$ cat src/rtl/soc_addr_rules_pkg.sv
// rtl/soc_addr_rules_pkg.sv - address map types and the SoC rule table used by soc_addr_router
package soc_addr_rules_pkg;

    localparam int unsigned RULE_ADDR_W = 32;
    localparam int unsigned SOC_N_SLV   = 4;

    typedef logic [RULE_ADDR_W-1:0] addr_t;
    typedef logic [4:0]             id_t;

    // start_addr is inclusive, end_addr is exclusive
    typedef struct packed {
        addr_t start_addr;
        addr_t end_addr;
    } addr_rule_t;

    localparam addr_rule_t RULE_ROM    = '{start_addr: 32'h0000_0000, end_addr: 32'h0000_0800};
    localparam addr_rule_t RULE_SRAM   = '{start_addr: 32'h0000_0800, end_addr: 32'h0000_2800};
    localparam addr_rule_t RULE_TCM    = '{start_addr: 32'h2000_0000, end_addr: 32'h2000_2000};
    localparam addr_rule_t RULE_PERIPH = '{start_addr: 32'h1000_0000, end_addr: 32'h1FFF_0000};

    localparam addr_rule_t [SOC_N_SLV-1:0] SOC_RULES = {RULE_PERIPH, RULE_TCM, RULE_SRAM, RULE_ROM};

endpackage

$ cat src/rtl/soc_route_fifo.sv
// rtl/soc_route_fifo.sv - destination-id FIFO recording issue order of outstanding requests
module soc_route_fifo
    import soc_addr_rules_pkg::*;
#(
    parameter int unsigned DEPTH = 4,
    parameter int unsigned WIDTH = 3
) (
    input  logic             clk_i,
    input  logic             rst_ni,
    input  logic             push_i,
    input  logic [WIDTH-1:0] push_data_i,
    input  logic             pop_i,
    output logic [WIDTH-1:0] head_o,
    output logic             full_o,
    output logic             empty_o
);

    localparam int unsigned PTR_W = (DEPTH > 1) ? $clog2(DEPTH) : 1;
    localparam int unsigned CNT_W = $clog2(DEPTH + 1);

    logic [WIDTH-1:0] mem_q [DEPTH];
    logic [PTR_W-1:0] wr_ptr_q;
    logic [PTR_W-1:0] rd_ptr_q;
    logic [CNT_W-1:0] count_q;
    logic             do_push;
    logic             do_pop;

    if ((DEPTH < 2) || (DEPTH > 16) || ((DEPTH & (DEPTH - 1)) != 0)) begin : g_bad_depth
        $error("soc_route_fifo: DEPTH must be a power of two in 2..16");
    end

    assign full_o  = (count_q == CNT_W'(DEPTH));
    assign empty_o = (count_q == '0);
    assign do_push = push_i & ~full_o;
    assign do_pop  = pop_i & ~empty_o;
    assign head_o  = mem_q[rd_ptr_q];

    // Power-of-two depth lets the pointers wrap by natural overflow
    always_ff @(posedge clk_i or negedge rst_ni) begin
        if (!rst_ni) begin
            wr_ptr_q <= '0;
            rd_ptr_q <= '0;
            count_q  <= '0;
        end else begin
            if (do_push) begin
                wr_ptr_q <= wr_ptr_q + PTR_W'(1);
            end
            if (do_pop) begin
                rd_ptr_q <= rd_ptr_q + PTR_W'(1);
            end
            case ({do_push, do_pop})
                2'b10:   count_q <= count_q + CNT_W'(1);
                2'b01:   count_q <= count_q - CNT_W'(1);
                default: count_q <= count_q;
            endcase
        end
    end

    always_ff @(posedge clk_i) begin
        if (do_push) begin
            mem_q[wr_ptr_q] <= push_data_i;
        end
    end

endmodule

$ cat src/rtl/soc_addr_router.sv
// rtl/soc_addr_router.sv - N-target address router with in-order responses; SOC_ADDR_ROUTER_DEFAULT_SLV_EN sends unmapped requests to DEFAULT_SLV
module soc_addr_router
    import soc_addr_rules_pkg::*;
#(
    parameter int unsigned            N_SLV       = 4,
    parameter int unsigned            MAX_OUTST   = 4,
    parameter int unsigned            ADDR_W      = 32,
    parameter int unsigned            DATA_W      = 32,
    parameter addr_rule_t [N_SLV-1:0] RULES       = SOC_RULES,
    parameter int unsigned            DEFAULT_SLV = 0
) (
    input  logic                    clk_i,
    input  logic                    rst_ni,
    input  logic                    req_valid_i,
    output logic                    req_ready_o,
    input  logic [ADDR_W-1:0]       req_addr_i,
    input  logic                    req_we_i,
    input  logic [DATA_W/8-1:0]     req_be_i,
    input  logic [DATA_W-1:0]       req_wdata_i,
    output logic                    rsp_valid_o,
    output logic [DATA_W-1:0]       rsp_rdata_o,
    output logic                    rsp_err_o,
    output logic [N_SLV-1:0]        slv_req_valid_o,
    input  logic [N_SLV-1:0]        slv_req_ready_i,
    output logic [ADDR_W-1:0]       slv_addr_o,
    output logic                    slv_we_o,
    output logic [DATA_W/8-1:0]     slv_be_o,
    output logic [DATA_W-1:0]       slv_wdata_o,
    input  logic [N_SLV-1:0]        slv_rsp_valid_i,
    output logic [N_SLV-1:0]        slv_rsp_ready_o,
    input  logic [N_SLV*DATA_W-1:0] slv_rsp_rdata_i,
    input  logic [N_SLV-1:0]        slv_rsp_err_i
);

`ifdef SOC_ADDR_ROUTER_DEFAULT_SLV_EN
    localparam int unsigned     ID_W       = (N_SLV > 1) ? $clog2(N_SLV) : 1;
    localparam logic [ID_W-1:0] UNMAPPED_ID = ID_W'(DEFAULT_SLV);
`else
    localparam int unsigned     ID_W       = $clog2(N_SLV + 1);
    localparam logic [ID_W-1:0] DECERR_ID  = ID_W'(N_SLV);
    localparam logic [ID_W-1:0] UNMAPPED_ID = DECERR_ID;
`endif

    logic [ID_W-1:0] dest;
    logic [ID_W-1:0] head;
    logic            fifo_full;
    logic            fifo_empty;
    logic            tgt_req_ready;
    logic            push;
    logic            pop;

    if ((N_SLV < 1) || (N_SLV > 16)) begin : g_bad_nslv
        $error("soc_addr_router: N_SLV must be in 1..16");
    end
    if (DEFAULT_SLV >= N_SLV) begin : g_bad_default
        $error("soc_addr_router: DEFAULT_SLV must be below N_SLV");
    end
    for (genvar g = 0; g < N_SLV; g++) begin : g_rule_chk
        if (RULES[g].start_addr >= RULES[g].end_addr) begin : g_bad_rule
            $error("soc_addr_router: rule %0d start must be below end", g);
        end
    end

    // Scanning from the top index down lets the lowest matching rule win
    always_comb begin
        dest = UNMAPPED_ID;
        for (int i = N_SLV - 1; i >= 0; i--) begin
            if ((req_addr_i >= ADDR_W'(RULES[i].start_addr)) &&
                (req_addr_i <  ADDR_W'(RULES[i].end_addr))) begin
                dest = ID_W'(i);
            end
        end
    end

    // A full FIFO blocks even when a pop is under way: no rsp->req combinational path
    always_comb begin
        slv_req_valid_o = '0;
        tgt_req_ready   = 1'b0;
`ifndef SOC_ADDR_ROUTER_DEFAULT_SLV_EN
        if (dest == DECERR_ID) begin
            tgt_req_ready = 1'b1;
        end
`endif
        for (int i = 0; i < N_SLV; i++) begin
            if (dest == ID_W'(i)) begin
                slv_req_valid_o[i] = req_valid_i & ~fifo_full;
                tgt_req_ready      = slv_req_ready_i[i];
            end
        end
    end

    assign req_ready_o = ~fifo_full & tgt_req_ready;
    assign push        = req_valid_i & req_ready_o;

    assign slv_addr_o  = req_addr_i;
    assign slv_we_o    = req_we_i;
    assign slv_be_o    = req_be_i;
    assign slv_wdata_o = req_wdata_i;

    soc_route_fifo #(
        .DEPTH (MAX_OUTST),
        .WIDTH (ID_W)
    ) u_route_fifo (
        .clk_i       (clk_i),
        .rst_ni      (rst_ni),
        .push_i      (push),
        .push_data_i (dest),
        .pop_i       (pop),
        .head_o      (head),
        .full_o      (fifo_full),
        .empty_o     (fifo_empty)
    );

    // Only the head target sees ready; later targets hold their responses
    always_comb begin
        slv_rsp_ready_o = '0;
        rsp_valid_o     = 1'b0;
        rsp_rdata_o     = '0;
        rsp_err_o       = 1'b0;
        if (!fifo_empty) begin
            for (int i = 0; i < N_SLV; i++) begin
                if (head == ID_W'(i)) begin
                    slv_rsp_ready_o[i] = 1'b1;
                    rsp_valid_o        = slv_rsp_valid_i[i];
                    rsp_rdata_o        = slv_rsp_rdata_i[i*DATA_W +: DATA_W];
                    rsp_err_o          = slv_rsp_err_i[i];
                end
            end
`ifndef SOC_ADDR_ROUTER_DEFAULT_SLV_EN
            if (head == DECERR_ID) begin
                rsp_valid_o = 1'b1;
                rsp_err_o   = 1'b1;
            end
`endif
        end
    end

    assign pop = rsp_valid_o;

endmodule

$ cat config.mk
export PLATFORM = sky130hd
export DESIGN_NAME = soc_addr_router
export DESIGN_NICKNAME = d
export VERILOG_FILES = /design/src/rtl/soc_addr_rules_pkg.sv /design/src/rtl/soc_route_fifo.sv /design/src/rtl/soc_addr_router.sv
export SDC_FILE = /design/constraint.sdc
export NUM_CORES = 1
export LEC_CHECK = 0
export ABC_AREA = 1
export CORE_AREA = 2 2 126 128
export DETAILED_ROUTE_END_ITERATION = 7
export DIE_AREA = 0 0 128 130
export GPL_TIMING_DRIVEN = 0
export PLACE_DENSITY = 0.6
export SLEW_MARGIN = 0
export SYNTH_ARGS = -nofsm -noshare
export SYNTH_HDL_FRONTEND = slang
export SYNTH_SLANG_ARGS = --single-unit
$ cat constraint.sdc
create_clock -name clk_i -period 7.15 [get_ports clk_i]
set_input_delay 1.0725 -clock clk_i [delete_from_list [all_inputs] [get_ports clk_i]]
set_output_delay 1.0725 -clock clk_i [all_outputs]
set_load 0.05 [all_outputs]
# --- After elaboration in Yosys (flattened, before gate mapping) ---
# Memories as Yosys holds them, arrays and structs flattened.
# Cells that the tools add are included.
word_totals:
  ff_bits: 7
  latch_bits: 0
  ram_bits: 12
  romBits: 0
  output_inout_bits: 112
  wordCells: 80
  mem_count: 1
classes:
  add_sub_neg: 4
  multipliers: 0
  div_mod_pow: 0
  magnitude_cmp: 8
  eq_ne: 11
  n_shift: 0
  muxes: 38
  n_bitwise: 7
  n_reduce_logical: 8
mem_list:
  columns: ["name", "depth", "width", "read_ports", "rd_ports_with_merged_regs", "write_ports", "line_no", "text"]
  rows:
  - ["u_route_fifo.mem_q", 4, 3, 1, 0, 1, "soc_route_fifo.sv:21", "logic [WIDTH-1:0] mem_q [DEPTH];"]
op_table:
  columns: ["operator", "count"]
  rows:
  - ["32-bit 2-to-1 mux", 5]
  - ["32-bit by 1-bit >= comparator with 1-bit output, second input constant", 1]
  - ["32-bit by 12-bit >= comparator with 1-bit output, second input constant", 1]
  - ["32-bit by 29-bit >= comparator with 1-bit output, second input constant", 1]
  - ["32-bit by 30-bit >= comparator with 1-bit output, second input constant", 1]
  - ["32-bit by 12-bit < comparator with 1-bit output, second input constant", 1]
  - ["32-bit by 14-bit < comparator with 1-bit output, second input constant", 1]
  - ["32-bit by 29-bit < comparator with 1-bit output, second input constant", 1]
  - ["32-bit by 30-bit < comparator with 1-bit output, second input constant", 1]
  - ["1-bit 2-to-1 mux", 27]
  - ["3-bit by 2-bit == test with 1-bit output, second input constant", 4]
  - ["3-bit 2-to-1 mux", 4]
  - ["3-bit == test, second input constant", 3]
  - ["3-bit logical NOT", 3]
  - ["3-bit by 1-bit == test with 1-bit output, second input constant", 2]
  - ["3-bit one-hot mux with 2 select lines", 1]
  - ["1-bit AND", 5]
  - ["2-bit by 1-bit adder with 2-bit output, second input constant", 2]
  - ["1-bit logical AND", 4]
  - ["4-bit 2-to-1 mux", 1]
  - ["3-bit by 1-bit adder with 3-bit output, second input constant", 1]
  - ["3-bit by 1-bit subtractor with 3-bit output, second input constant", 1]
  - ["2-bit by 1-bit == test with 1-bit output, second input constant", 1]
  - ["2-bit == test, second input constant", 1]
  - ["2 further kinds", 3]

# --- Depth between registers and ports, before layout ---
logic_depth:
  ltp_word: 17
  ltp_mapped: 20

# --- Modules after synthesis ---
# A second synthesis with hierarchy kept.
hier_totals:
  cells_unflattened: 449
  hier_area_um2: 2855.2
by_module_without_submodules:
  columns: ["module", "n_inst", "cells_per_inst", "area_each_um2"]
  rows:
  - ["soc_addr_router", 1, 353, 1905.6]
  - ["soc_route_fifo", 1, 96, 949.7]

# --- Least setup slack after synthesis ---
# OpenSTA, ideal clock, no wires.
synth_path:
  path_kind: "flip-flop to output port"
  start: "register u_route_fifo.rd_ptr_q[0]"
  end: "output rsp_rdata_o[11]"
  arrival_time_ns: 2.405
  t_required_ns: 6.077
  setup_slack_ns: 3.672
  stages_incl_launch_ff: 12
  path_buffers: 2
  cell_sequence: "dfrtp_1 -> buf_6 -> inv_4 -> nand2_1 -> nand3_1 -> nand2_4 -> inv_6 -> nor2_1 -> inv_2 -> buf_4 -> nor2_1 -> a211oi_1"
synth_between:
  elab_chain_cells: 7
  elab_cells_between_ends: 10
  classes_between: "eq/ne (3); mux (5); reduce/logical (1); memory (1)"
synth_lines:
  columns: ["item", "line_no", "text"]
  rows:
  - ["start: declaration", "soc_route_fifo.sv:23", "logic [PTR_W-1:0] rd_ptr_q;"]
  - ["start signal: assignment", "soc_route_fifo.sv:49", "rd_ptr_q <= rd_ptr_q + PTR_W'(1);"]
  - ["memory read 4 x 3 bit (*)", null, null]
  - ["3-bit logical NOT", "soc_addr_router.sv:122", "if (head == ID_W'(i)) begin"]
  - ["32-bit 2-to-1 mux (3 in series)", "soc_addr_router.sv:122", null]
  - ["32-bit 2-to-1 mux (*)", "soc_addr_router.sv:122", null]
  - ["32-bit 2-to-1 mux (*)", "soc_addr_router.sv:120", "if (!fifo_empty) begin"]
  - ["end: declaration", "soc_addr_router.sv:21", "output logic [DATA_W-1:0] rsp_rdata_o,"]
# Every way passes the cells marked *; elsewhere a longest branch is shown, timed or not.

# --- Worst setup path after layout ---
layout_path:
  start: "input req_addr_i[28]"
  end: "output req_ready_o"
layout_between:
  elab_chain_cells: 13
  elab_cells_between_ends: 27
  classes_between: "order compare (8); eq/ne (4); mux (9); bitwise (1); reduce/logical (5)"
layout_lines:
  columns: ["item", "line_no", "text"]
  rows:
  - ["start: declaration", "soc_addr_router.sv:16", "input logic [ADDR_W-1:0] req_addr_i,"]
  - ["32-bit by 29-bit >= comparator with 1-bit output or 32-bit by 29-bit < comparator with 1-bit output (tied branches)", "soc_addr_router.sv:68, soc_addr_router.sv:69", null]
  - ["1-bit logical AND", "soc_addr_router.sv:68", "if ((req_addr_i >= ADDR_W'(RULES[i].start_addr)) &&"]
  - ["3-bit 2-to-1 mux (3 in series)", "soc_addr_router.sv:68", null]
  - ["3-bit 2-to-1 mux (*)", "soc_addr_router.sv:68", null]
  - ["via dest[1]", "soc_addr_router.sv:44", "logic [ID_W-1:0] dest;"]
  - ["3-bit == test", "soc_addr_router.sv:80", "if (dest == DECERR_ID) begin"]
  - ["1-bit 2-to-1 mux", "soc_addr_router.sv:80", null]
  - ["1-bit 2-to-1 mux (3 in series)", "soc_addr_router.sv:85", "if (dest == ID_W'(i)) begin"]
  - ["1-bit 2-to-1 mux (*)", "soc_addr_router.sv:85", null]
  - ["1-bit AND (*)", "soc_addr_router.sv:92", "assign req_ready_o = ~fifo_full & tgt_req_ready;"]
  - ["end: declaration", "soc_addr_router.sv:15", "output logic req_ready_o,"]
# Mark *: on every way through the listed nets, which the timed path passes. The rest lies on a longest branch.

==> flow_summary.json <==
{
  "r2r-end": "u_route_fifo.count_q[1]",
  "postCtsSetupRepairBufs": 0,
  "final_common_cell": "clkdlybuf4s50_1",
  "drive_gt1_share_pct": 16.55,
  "timing.final.crit_share_pct": 62.65,
  "crit_type": "input port to primary output",
  "antenna_left": 0,
  "r2r_cells": 10,
  "place_congestion": 0.7767,
  "slowest_stage": "clkdlybuf4s50_1",
  "ctsResizeCount": 0,
  "power_uw": 2597,
  "crit_top_cell": "nand2_1",
  "outcome": "completed",
  "root_buffer": "clkbuf_16",
  "mostFrequentLayoutCells": "clkdlybuf4s50_1, nand2_1, buf_4, nor2_1, o21ai_0",
  "critical_path_buf_inv_count": 4,
  "postLayoutCellArea_um2": 5872,
  "layout_min_cycle_time_ps": 4480,
  "r2r_setup_slack_ps": 4510,
  "dp.cells": 877,
  "path_delay_family": "buffers and inverters",
  "setup.worst_path.start": "req_addr_i[28]",
  "synthTopCellsByArea": "buf_4, edfxtp_1, nand2_1",
  "ys_seq_area_share_pct": 19.12,
  "drt-vias-per-instance": 4.179,
  "cts_tree": "yes",
  "worstPathArrival_ps": 3410,
  "synth_top_area_cell": "buf_4",
  "slew_headroom_pct": 50.52,
  "cts_buffers": 3,
  "hold_depth": 1,
  "grt_pass1_wl_um": 18030,
  "n_antenna_cell": 0,
  "antenna_found_initial": 1,
  "crit_chain": "clkdlybuf4s50_1 -> nand4_1 -> nor2_1 -> nand2_1 -> nand3b_1 -> nand2_1 -> inv_1 -> nand2_1 -> nand3_1 -> nand2_1 -> inv_1 -> clkdlybuf4s50_1",
  "ys_ff_latch": 19,
  "dr_total_vias": 3682,
  "coreArea_um2": 15420,
  "wl_per_cell_um": 14.02,
  "cellLeakagePower_uw": 0.002350,
  "dpl.hpwl_um": 10650,
  "ir_drop_uv": 215.2,
  "clk_pin_slew_ps": 50,
  "clk_latency_ps": 250,
  "dr.pass1.iters": 4,
  "ctsHoldBuffers": 0,
  "die_w_um": 128,
  "synth_edf_count": 12,
  "yosysUniqueCellTypes": 38,
  "syn_area_um2": 2800,
  "netlist.area_leader.share_pct": 19.57,
  "post-route-util_pct": 38.07,
  "worst_setup_path_start_kind": "input port",
  "die_y_um": 130,
  "stdcell_count": 881,
  "dpl_cell_area_um2": 5793,
  "port_buffers": 275,
  "overflow": 0,
  "clock-sinks": 19,
  "syn-num-nets": 628,
  "r2r-start": "u_route_fifo.count_q[0]",
  "drc": 0,
  "avgSynthCellArea_um2": 6.830,
  "required_ps": 6080,
  "hp-class": "flip-flop to flip-flop",
  "start_util_pct": 18.15,
  "nNetsFinal": 908,
  "drt-initial-drc-count": 121,
  "routed_wl_um": 12350,
  "yosys_warnings": 0,
  "critPathCaptureType": "primary output",
  "yosys_most_used_dff": "edfxtp_1",
  "area_delta_synth_final_pct": 109.7,
  "fillers": 1626,
  "drv_cap": 0,
  "grt_max_degree": 11,
  "die_area_um2": 16640,
  "skew_ps": 3.498,
  "row_count": 46,
  "setup_violations": 0,
  "rsz0062_at_grt": "no",
  "worstMarginPinSlew_ps": 738.2,
  "min_to": "u_route_fifo.count_q[0]",
  "max_stage_delay_ps": 800,
  "grt_pass1_vias": 3499,
  "grtUsageTotal_pct": 13.45,
  "syn_inst": 410,
  "fin_tns_setup_ps": 0,
  "slew_violations": 0,
  "hold_viol_final": 0,
  "io_pins": 324,
  "htree_num_levels": 1,
  "clock_path_buffers": 2,
  "crit_fanout": 6,
  "synthArstFlopShare_pct": 36.84,
  "fmax_ghz": 0.2232,
  "p_per_area_nw_per_um2": 442.2,
  "hp-start": "u_route_fifo.count_q[0]"
}
-- area by class of cell --
type	instances	area, µm²	area share (%)
multi-input combinational	277	1515	25.80
clock buffer	4	78.83	1.342
tap	192	240.2	4.091
buffer	88	641.9	10.93
inverter	26	107.6	1.833
timing repair buffer	275	2753	46.88
sequential	19	535.5	9.120
-- worst max path at each step --
stage / to / slack (ps) / cells after the start
after floorplan: rsp_rdata_o[11] / 3670 / 11
after global placement: req_ready_o / 2610 / 12
after detailed placement: req_ready_o / 2640 / 12
after CTS: req_ready_o / 2620 / 12
after global routing: req_ready_o / 2360 / 14
final: req_ready_o / 2670 / 12
-- through the flow --
| step | hold slack (ps) | setup slack [ps] |
|---|---|---|
| global placement | 503.4 | 2614 |
| CTS | 518.6 | 2624 |
| detailed placement | 507.7 | 2638 |
| global route | 545.1 | 2361 |
| floorplan | 485.5 | 3672 |
| finish | 514.7 | 2670 |
-- logic make-up after synthesis --
kind of cell / Yosys count / synth area share [%]
xor gates and xnor gates: 3 / 0.9385
buffers and inverters: 114 / 26.76
DFF: 19 / 19.12
adders and majority gates: 6 / 2.949
AOI/OAI and AO/OA: 101 / 22.56
and+or+nand+nor: 167 / 27.66
-- report_power, final --
part           internal, µW  switching [µW]  leakage (µW)
registers               153            24.2      0.000194
logic                   795            1510       0.00212
clock network          75.6            35.2     0.0000382
-- state kept, by name, summed over array words and instances, names as in the netlist --
register / count
u_route_fifo.rd_ptr_q: 2
u_route_fifo.count_q: 3
u_route_fifo.wr_ptr_q: 2
u_route_fifo.mem_q: 12
-- metal layers --
metal / share of wire, % / track usage [%] / wire length, µm / vias to the layer above
met3: 8.7 / 3.034 / 1080 / 7
li1: - / - / - / 1891
met4: 0.46 / 1.745 / 57 / 2
met2: 51 / 25.70 / 6269 / 181
met1: 40 / 15.73 / 4926 / 1601
met5: 0.11 / 0 / 13 / -
-- synthesized netlist by cell type, types with 4 or more instances --
| master | count |
|---|---|
| nand3_1 | 12 |
| ha_1 | 5 |
| buf_2 | 5 |
| nand4_1 | 6 |
| inv_2 | 5 |
| o221ai_1 | 10 |
| nand2_2 | 4 |
| a21oi_1 | 23 |
| nor2_1 | 41 |
| a31oi_1 | 15 |
| o21ai_0 | 36 |
| edfxtp_1 | 12 |
| a211oi_1 | 6 |
| a221oi_1 | 4 |
| dfrtp_1 | 7 |
| nand2_1 | 87 |
| clkbuf_1 | 5 |
| buf_4 | 73 |
| buf_6 | 4 |
| inv_1 | 18 |
Power figures use the tool's default switching activity.
